## src/rtl/uart_tx_core.sv

```systemverilog
// UART transmitter: start, DATA_BITS LSB first, optional parity, 1-2 stop bits.
// Define UART_TX_BUSY_EN to add the busy output (equal to !ready).
module uart_tx_core #(
  parameter int DATA_BITS   = 8,
  parameter int BAUD_RATE   = 9600,
  parameter int SYS_CLK     = 100_000_000,
  parameter int STOP_BITS   = 1,
  parameter int HAS_PARITY  = 1,
  parameter int PARITY_EVEN = 1
) (
  input  logic                 clk,
  input  logic                 reset,
  input  logic [DATA_BITS-1:0] data,
  input  logic                 valid,
  output logic                 ready,
  output logic                 sig
`ifdef UART_TX_BUSY_EN
  ,
  output logic                 busy
`endif
);

  localparam int CLKS_PER_BIT = SYS_CLK / BAUD_RATE;
  localparam int CW = (CLKS_PER_BIT > 1) ? $clog2(CLKS_PER_BIT) : 1;
  localparam int IW = $clog2(DATA_BITS);
  localparam logic PODD = (PARITY_EVEN == 0);

  typedef enum logic [2:0] {
    IDLE,
    START,
    DATA,
    PARITY,
    STOP
  } state_e;

  state_e               state_q;
  logic [CW-1:0]        cnt_q;
  logic [IW-1:0]        idx_q;
  logic                 stop_q;
  logic [DATA_BITS-1:0] shift_q;
  logic                 par_q;
  logic                 sig_q;
  logic                 ready_q;
  logic                 bit_end;

  assign bit_end = (cnt_q == CW'(CLKS_PER_BIT - 1));

  always_ff @(posedge clk or negedge reset) begin
    if (!reset) begin
      state_q <= IDLE;
      cnt_q   <= '0;
      idx_q   <= '0;
      stop_q  <= 1'b0;
      shift_q <= '0;
      par_q   <= 1'b0;
      sig_q   <= 1'b1;
      ready_q <= 1'b1;
    end else begin
      cnt_q <= cnt_q + CW'(1);
      unique case (state_q)
        IDLE: begin
          cnt_q <= '0;
          if (valid && ready_q) begin
            shift_q <= data;
            // parity is kept aside since the shift register is consumed
            par_q   <= (^data) ^ PODD;
            state_q <= START;
            sig_q   <= 1'b0;
            ready_q <= 1'b0;
          end
        end
        START: begin
          if (bit_end) begin
            cnt_q   <= '0;
            idx_q   <= '0;
            state_q <= DATA;
            sig_q   <= shift_q[0];
          end
        end
        DATA: begin
          if (bit_end) begin
            cnt_q   <= '0;
            shift_q <= shift_q >> 1;
            if (idx_q == IW'(DATA_BITS - 1)) begin
              if (HAS_PARITY != 0) begin
                state_q <= PARITY;
                sig_q   <= par_q;
              end else begin
                state_q <= STOP;
                stop_q  <= 1'b0;
                sig_q   <= 1'b1;
              end
            end else begin
              idx_q <= idx_q + IW'(1);
              sig_q <= shift_q[1];
            end
          end
        end
        PARITY: begin
          if (bit_end) begin
            cnt_q   <= '0;
            state_q <= STOP;
            stop_q  <= 1'b0;
            sig_q   <= 1'b1;
          end
        end
        STOP: begin
          if (bit_end) begin
            cnt_q <= '0;
            if (stop_q == 1'(STOP_BITS - 1)) begin
              state_q <= IDLE;
              ready_q <= 1'b1;
            end else begin
              stop_q <= stop_q + 1'b1;
            end
          end
        end
        default: begin
          state_q <= IDLE;
          sig_q   <= 1'b1;
          ready_q <= 1'b1;
        end
      endcase
    end
  end

  assign ready = ready_q;
  assign sig   = sig_q;

`ifdef UART_TX_BUSY_EN
  assign busy = !ready_q;
`endif

endmodule

```

## config.mk

```make
export PLATFORM = sky130hd
export DESIGN_NAME = uart_tx_core
export DESIGN_NICKNAME = d
export VERILOG_FILES = /design/src/rtl/uart_tx_core.sv
export SDC_FILE = /design/constraint.sdc
export NUM_CORES = 1
export LEC_CHECK = 0
export CAP_MARGIN = 5
export CORE_MARGIN = 8
export CORE_UTILIZATION = 40
export DETAILED_ROUTE_END_ITERATION = 8
export GPL_TIMING_DRIVEN = 1
export PLACE_DENSITY = 0.56
export SLEW_MARGIN = 20
export SYNTH_ARGS = -nofsm -noshare
export SYNTH_HDL_FRONTEND = slang
export SYNTH_SLANG_ARGS = --single-unit
```

## constraint.sdc

```tcl
create_clock -name clk -period 3.8 [get_ports clk]
set_input_delay 0.95 -clock clk [delete_from_list [all_inputs] [get_ports clk]]
set_output_delay 0.95 -clock clk [all_outputs]
set_load 0.01 [all_outputs]
```

* Word level (Yosys, flattened, before mapping)
Cells that the tools add are included.
Word-level totals: logic and storage cells 72, output and inout port bits 2, flip-flop bits (word level) 32
Operators by class: reductions and logical operators 15, add/subtract/negate cells 3, mux-type cells 30, equal/unequal tests 14, bitwise logic cells 2
Operators with widths (count):
- 3-bit 2-to-1 mux | 10
- 14-bit one-hot mux with 2 select lines | 1
- 8-bit 2-to-1 mux | 2
- 2-bit != test (second input constant) | 8
- 8-bit one-hot mux with 2 select lines | 1
- 3-bit one-hot mux with 5 select lines | 1
- 14-bit by 1-bit adder with 14-bit output (second input constant) | 1
- 14-bit == test (second input constant) | 1
- 14-bit 2-to-1 mux | 1
- 1-bit 2-to-1 mux | 10
- 4-bit AND reduction | 2
- 8-bit parity | 1
- 7-bit AND reduction | 1
- 3-bit by 2-bit == test with 1-bit output (second input constant) | 2
- 3-bit == test (second input constant) | 2
- 3-bit one-hot mux with 2 select lines | 1
- 3-bit AND reduction | 2
- 2-bit nonzero test | 3
- 1-bit one-hot mux with 5 select lines | 1
- 5-bit AND reduction | 1
- 4-bit OR reduction | 1
- 3-bit by 1-bit adder with 3-bit output (second input constant) | 1
- 3-bit by 1-bit == test with 1-bit output (second input constant) | 1
- 3-bit logical NOT | 1
- other kinds (7) | 8

* Logic depth before layout (Yosys ltp)
Gate-level depths: netlist of run 1.
depth after elaboration 4, gate-level depth with buffers 7, depth with buffers taken out 6

* Least setup slack after synthesis of run 1
OpenSTA, ideal clock, no wires.
path kind register to register, start register cnt_q[0], end register cnt_q[11], required time 3729 ps, path buffers 2, arrival time 1677 ps, path slack 2052 ps, period minus slack after synthesis 1748 ps, stages on the path, launching flop included 8, cell sequence dfrtp_1 > ha_1 > nand4_1 > and4b_1 > buf_6 > maj3_2 > buf_6 > nor2_1
On the way: cells in the longest elaborated chain, start to end 3
Ends and longest elaborated chain:
- start: declaration | line 37 | logic [CW-1:0] cnt_q;
- start signal: assignment | line 59 | cnt_q <= cnt_q + CW'(1);
- 14-bit by 1-bit adder with 14-bit output / 14-bit == test (equally long branches) | line 59, 46
- 14-bit 2-to-1 mux
- 14-bit one-hot mux with 2 select lines (*) | line 60 | unique case (state_q)
Every way passes the cells marked *; elsewhere a longest branch is shown, timed or not. A chain may end at the register's enable or synchronous reset.

* Worst setup path after layout of run 1
start input valid, end register shift_q[5]
On the way: cells in the longest elaborated chain, start to end 3
Ends and longest elaborated chain:
- start: declaration | line 14 | input logic valid,
- 1-bit logical AND | line 63 | if (valid && ready_q) begin
- 2-bit != test (no source line)
- 3-bit AND reduction (no source line)
- end signal: assignment | line 64 | shift_q <= data;
- end signal: assignment | line 83 | shift_q <= shift_q >> 1;
- end: declaration | line 40 | logic [DATA_BITS-1:0] shift_q;
Every way passes these cells.

==> results of run 1 <==
## sequential cells by signal (all words and copies together), names as in the netlist
register and count:
cnt_q 14, idx_q 3, par_q 1, ready 1, shift_q 8, sig 1, state_q 3
## worst max path at each step
stage / end / depth (start not counted) / start / slack [ns]
after floorplan: cnt_q[11] / 7 / cnt_q[0] / 2.05
final: shift_q[5] / 5 / valid / 1.44
after global placement: shift_q[5] / 5 / valid / 1.22
after global routing: shift_q[5] / 5 / valid / 1.32
after CTS: shift_q[2] / 5 / valid / 1.44
after detailed placement: shift_q[5] / 5 / valid / 1.15
## per-stage QoR
| step | power (mW) | worst slack (ns) | utilization, % | cell area, um^2 | std cells |
|---|---|---|---|---|---|
| 3_3_place_gp | 0.370 | 1.22 | 45.0 | 1770 | 215 |
| 2_1_floorplan | 0.350 | 2.05 | - | 1620 | 158 |
| 6_report | 0.611 | 1.44 | 47.0 | 1850 | 223 |
| 3_5_place_dp | 0.370 | 1.15 | 45.0 | 1770 | 215 |
| 4_1_cts | 0.622 | 1.44 | 47.0 | 1850 | 223 |
| 5_1_grt | 0.634 | 1.32 | 47.0 | 1850 | 223 |
## layer usage
layer / global-route usage (%) / share of wire (%) / vias to the layer above
met1: 13.5 / 49 / 568
met2: 16.1 / 44 / 19
li1: - / - / 584
met3: 4.50 / 5.1 / 5
met5: 0 / 0 / -
met4: 5.00 / 1.5 / 0
## cell type report
cell class | instances | area, um^2 | area share, %
inverters | 4 | 15.0 | 0.810
repair buffers | 13 | 128 | 6.88
flip-flops and latches | 31 | 778 | 42.0
multi-input cells | 117 | 790 | 42.6
clock buffers | 7 | 76.3 | 4.12
well taps | 50 | 62.6 | 3.37
clock inverters | 1 | 5.00 | 0.270
## worst max-delay path: stages
cell and delay (ns):
clkdlybuf4s50_1 0.47, nand2_1 0.09, nor3_2 0.57, a21o_1 0.26, o221a_2 0.23
## logic make-up (layout without fill, tap and decap cells)
group	count (synthesis)	in the layout	synth area share (%)
AND/OR/NAND/NOR	71	71	22.7
AO/OA/AOI/OAI	18	18	9.49
adder cells (fa/ha/maj)	4	4	3.01
flip-flops	31	31	48.0
multiplexers	5	5	3.24
XOR/XNOR	19	19	10.3
buffers and inverters	10	25	3.32
## cells in the final DEF (no fill, tap or decap), types with 2 or more instances in the layout
cell type / instances
a21oi_1: 3
clkbuf_1: 2
clkbuf_8: 5
clkdlybuf4s50_1: 12
dfrtp_1: 29
dfstp_2: 2
ha_1: 3
inv_1: 4
mux2_2: 2
mux2i_1: 3
nand2_1: 9
nand2b_1: 8
nand3_1: 4
nand4_1: 4
nor2_1: 23
nor2b_1: 3
nor3_1: 9
nor4_1: 2
o21ai_0: 2
o221a_2: 7
xnor2_1: 17
xor2_1: 2
## synth_stat cells (2+ instances only)
master,instances
dfrtp_1,29
nor2_1,23
xnor2_1,17
nand2_1,9
nor3_1,9
nand2b_1,8
o221a_2,7
inv_1,4
nand3_1,4
nand4_1,4
a21oi_1,3
clkbuf_1,3
ha_1,3
mux2i_1,3
nor2b_1,3
buf_6,2
dfstp_2,2
mux2_2,2
nor4_1,2
o21ai_0,2
xor2_1,2
## power groups by stage
stage	Clock [mW]	Sequential (mW)	Combinational, mW
2_1_floorplan	0	0.336	0.0135
3_3_place_gp	0	0.336	0.0338
3_5_place_dp	0	0.336	0.0343
4_1_cts	0.257	0.330	0.0345
5_1_grt	0.267	0.330	0.0373
6_report	0.247	0.330	0.0333
==> results by group, run 1 <==
Outcome
  – Status: finished clean

Min path
  – Worst Hold Class: reg2reg
  – Worst Min Path Start: cnt_q[0]
  – Hold worst-path end: cnt_q[0]
  – Hold Path Cell Cnt: 1

Drt
  – DR vias: 1176
  – Vias/cell: 5.27
  – Drt wl/cell: 13.7 um
  – Final ANT Viol Nets: 0
  – DR DRC count: 0
  – Initial DRC Count: 80
  – 1st-pass router iterations: 4
  – DRT Wirelength: 3.06 mm

Synth
  – Post-synth top area share: 44.8%
  – Ys Warns: 0
  – Cell area after synthesis: 0.00162 mm^2
  – EDFF count, synth: 0
  – Async set or reset register ratio after synthesis: 100%
  – Post-synth top area cell: dfrtp_1
  – Synth unique cells: 38
  – Main synth FF type: dfrtp_1
  – Post-Syn Instances: 158
  – Sequential area share after synthesis: 48.0%
  – Largest cells by area after synthesis: dfrtp_1 (45%), xnor2_1 (9.2%), nor2_1 (5.3%), o221a_2 (4.9%), dfstp_2 (3.2%)
  – Avg Cell Area, Syn: 10.3 um^2
  – Net Count, Synth: 172
  – Synthesis-stage register bit count: 31

CTS
  – Clk_lat worst skew: 0.28 ns
  – Htree depth: 2
  – TritonCTS clock tree: yes
  – CTS Buf Count: 5
  – Hold-fix buffers at CTS: 0
  – Setup bufs post-CTS: 0
  – Clock root cell: clkbuf_8
  – CTS clk-pin slew, worst paths: 0.07 ns
  – Clk buf depth: 2
  – Resized cells post-CTS: 0
  – Sink Count: 31

Timing
  – Max_slew headroom: 50.2%
  – Max Fclk: 424 MHz
  – Fin crit share: 62.1%
  – Hold WS: 0.484 ns
  – Worst slew pin tran: 0.743 ns
  – Unrepaired setup endpoints after global routing: no
  – Post-layout min period: 2.36 ns
  – Aggregate negative setup slack: 0 ns
  – Final slew viol count: 0
  – Final hold violation count: 0
  – Final setup fails: 0
  – Max Clock Skew: 0.00467 ns

Pwr
  – Comb pwr share: 5.4%
  – Flop pwr share: 54.1%
  – Internal: 0.477 mW
  – Net switching power figure: 0.133 mW
  – Max VDD drop: 0.170 mV
  – Switching portion of total power: 21.8%
  – Clk pwr share: 40.5%
  – Pwr per Cell Area: 329 mW/mm^2
  – Static Leak: 0.734 nW

Layout
  – Share of post-route cells with drive strength above 1: 12.7%
  – Nets@finish: 186
  – Fill cell count: 362
  – Inserted Diodes: 0
  – Area Growth Syn to Fin: 14.4%

Placed design
  – GPL Wtd Cong: 0.773
  – PortBufs: 12
  – DP HPWL: 2.18 mm

Job
  – Max-cap violation count: 0

Setup path
  – Reg2reg path depth: 5
  – Worst setup SP type: input pin
  – R2R Path Start: cnt_q[0]
  – Critical path endpoint category: flop
  – Worst R2R Setup Slack: 1.73 ns
  – Crit path required time: 4.02 ns
  – Arrival @ worst endpoint: 2.58 ns
  – CP Class: in2reg
  – Reg2reg end: cnt_q[9]
  – Crit-path max FO: 13

Global routing
  – Antenna violations before repair: 0
  – Vias in the first global route: 1159
  – First-pass GRT wire length: 5.44 mm
  – Total grt overflow: 0
  – GRT Util Overall: 10.9%
  – Largest net degree at the start of global routing: 32

Floorplan
  – Row count: 23
  – Core Area: 0.00394 mm^2
  – I/O pins: 13
  – Die height: 79.7 um
  – Die X: 79.7 um
  – DIE AREA: 0.00635 mm^2
  – Initial core utilization: 41.1%
Note: power is estimated with default switching activity, not from simulation.
==> inputs of run 2 (changes only) <==
--- a/config.mk
+++ b/config.mk
@@ -10,7 +10,7 @@
 export CORE_UTILIZATION = 40
 export DETAILED_ROUTE_END_ITERATION = 8
 export GPL_TIMING_DRIVEN = 1
-export PLACE_DENSITY = 0.56
+export PLACE_DENSITY = 0.59
 export SLEW_MARGIN = 20
 export SYNTH_ARGS = -nofsm -noshare
 export SYNTH_HDL_FRONTEND = slang
==> constraint.sdc (replaced) <==
create_clock -name clk -period 2.1 [get_ports clk]
set_input_delay 0.525 -clock clk [delete_from_list [all_inputs] [get_ports clk]]
set_output_delay 0.525 -clock clk [all_outputs]
set_load 0.01 [all_outputs]
==> run 2 against run 1 <==
Net effect: largest power group unchanged; final area is 2.3% higher; non-clock buffer count increased by 4; critical path depth fell by 4; register-to-register slack worse by 1.4 ns; via count shrank 0.94%; first-iteration DRC count shrank 34%; count of clock-buffer cells in the layout unchanged; sequential share of layout area fell by 0.94 points.
==> results by group, run 2 (synthesis gave the netlist of run 1 again) <==
Outcome
  – Status: finished clean

Drt
  – Drt wl/cell: 13.3 um (-2.9%)
  – Initial DRC Count: 53 (-34%)
  – Vias/cell: 5.13 (-2.7%)
  – 1st-pass router iterations: 4 (unchanged)
  – DR vias: 1165 (-0.94%)
  – DR DRC count: 0 (unchanged)
  – DRT Wirelength: 3.03 mm (-1.1%)
  – Final ANT Viol Nets: 0 (unchanged)

Setup path
  – Crit-path max FO: 4 (-9)
  – Crit path required time: 1.57 ns (-2.45 ns)
  – Delay-heaviest family, CP: flip-flops
  – CP Cell Sequence: clkdlybuf4s50_1
  – Worst setup SP type: flop
  – Arrival @ worst endpoint: 1.37 ns (-1.21 ns)
  – Slowest cell delay on critical path: 0.55 ns (-0.02 ns)
  – CP Buf/Inv Count: 1 (unchanged)
  – Critical path endpoint category: output pin
  – Crit path max-delay cell type: dfstp_2
  – CP Class: reg2out

Layout
  – Share of post-route cells with drive strength above 1: 14.7% (+2.0 points)
  – Most frequent cells in the layout: dfrtp_1 (29), nor2_1 (23), xnor2_1 (17), clkdlybuf4s50_1 (12)
  – Inserted Diodes: 0 (unchanged)
  – Area Growth Syn to Fin: 17.0%
  – Post-Layout Cell Count: 227 (+1.8%)
  – Nets@finish: 190 (+2.2%)
  – Design area: 0.00190 mm^2 (+2.3%)
  – Commonest non-fill, non-tap cell in the layout: dfrtp_1
  – Top Registers: cnt_q x14, shift_q x8
  – Biggest register: cnt_q
  – Max FFs per register: 14 (unchanged)

Job
  – Max-cap violation count: 0 (unchanged)

CTS
  – Sink Count: 31 (unchanged)
  – CTS Buf Count: 5 (unchanged)
  – Clock root cell: clkbuf_8
  – Setup bufs post-CTS: 0 (unchanged)
  – Htree depth: 2 (unchanged)
  – TritonCTS clock tree: yes
  – CTS clk-pin slew, worst paths: 0.06 ns (about the same)
  – Clk buf depth: 2 (unchanged)
  – Hold-fix buffers at CTS: 0 (unchanged)
  – Clk_lat worst skew: 0.28 ns (about the same)
  – Resized cells post-CTS: 0 (unchanged)

Timing
  – Max_slew headroom: 74.5% (+24 points)
  – Aggregate negative setup slack: 0 ns (unchanged)
  – Max Fclk: 529 MHz
  – Post-layout min period: 1.89 ns
  – Unrepaired setup endpoints after global routing: no
  – Max Clock Skew: 0.00256 ns (-0.00211 ns)
  – Final hold violation count: 0 (unchanged)
  – Setup ws final: 0.209 ns (-1.23 ns)
  – Final setup fails: 0 (unchanged)
  – Hold WS: 0.496 ns (+0.0120 ns)
  – Worst slew pin tran: 0.383 ns (-0.359 ns)
  – Final slew viol count: 0 (unchanged)
  – Fin crit share: 90.0%

Placed design
  – Inst Count DP: 219 (+1.9%)
  – DP HPWL: 2.28 mm (+4.6%)
  – PortBufs: 12 (unchanged)
  – Place WS: 0.152 ns (-1.00 ns)
  – GPL Wtd Cong: 0.778 (+0.56%)
  – Placed cell areas: 0.00182 mm^2 (+2.4%)

Global routing
  – GRT Util Overall: 10.8% (-0.15 points)
  – Total grt overflow: 0 (unchanged)
  – Largest net degree at the start of global routing: 32 (unchanged)
  – Vias in the first global route: 1206 (+4.1%)
  – Antenna violations before repair: 0 (unchanged)
  – First-pass GRT wire length: 5.45 mm (+0.26%)

Floorplan
  – Initial core utilization: 41.1% (unchanged)
  – DIE AREA: 0.00635 mm^2 (unchanged)
  – Die X: 79.7 um (unchanged)
  – I/O pins: 13 (unchanged)
  – Core Area: 0.00394 mm^2 (unchanged)
  – Die height: 79.7 um (unchanged)
  – Row count: 23 (unchanged)

Min path
  – Worst Hold Class: reg2reg

Pwr
  – Pwr per Cell Area: 576 mW/mm^2 (+75%)
  – Static Leak: 0.757 nW (+3.2%)
  – Max VDD drop: 0.287 mV (+68%)
==> run 2: changes by cell type in the layout (fill, tap and decap cells not counted), sizes merged <==
cell,before,now
buf,1,5
==> run 2: final timing paths <==
check | start | to | slack, ns | cells past startpoint
min | cnt_q[0] | cnt_q[0] | 0.50 | 1
min in group asynchronous | reset | cnt_q[9] | 0.64 | 2
max | ready | ready | 0.21 | 1
max in group asynchronous | reset | sig | 1.14 | 2
max reg2reg | cnt_q[0] | cnt_q[6] | 0.29 | 5
min reg2reg | cnt_q[0] | cnt_q[0] | 0.50 | 1
==> run 2: routing by layer <==
layer,routed length [um],up-vias,global-route usage (%)
met3,150,7,3.72
met4,60,0,5.56
li1,-,584,-
met5,0,-,0
met1,1470,554,13.6
met2,1350,20,15.8
==> run 2: metrics by stage <==
stage               total power [mW]  utilization [%]
global route                    1.15             48.1
finish                          1.09             48.1
global placement               0.670             46.0
detailed placement             0.671             46.0
CTS                             1.11             48.1
floorplan                      0.633                -
==> run 2: cell type report <==
type                       instances  area [um^2]
inverter                           4         15.0
tap                               50         62.6
fill                             340         2050
clock buffer                       7         76.3
multi-input combinational        117          790
timing repair buffer              17          170
sequential                        31          778
clock inverter                     1         5.00
==> run 2: where the power goes <==
group	switching (mW)	internal [mW]	leakage [nW]
Clock	0.202	0.232	0.0422
Combinational	0.0264	0.0342	0.289
Sequential	0	0.598	0.426
Total	0.229	0.864	0.757
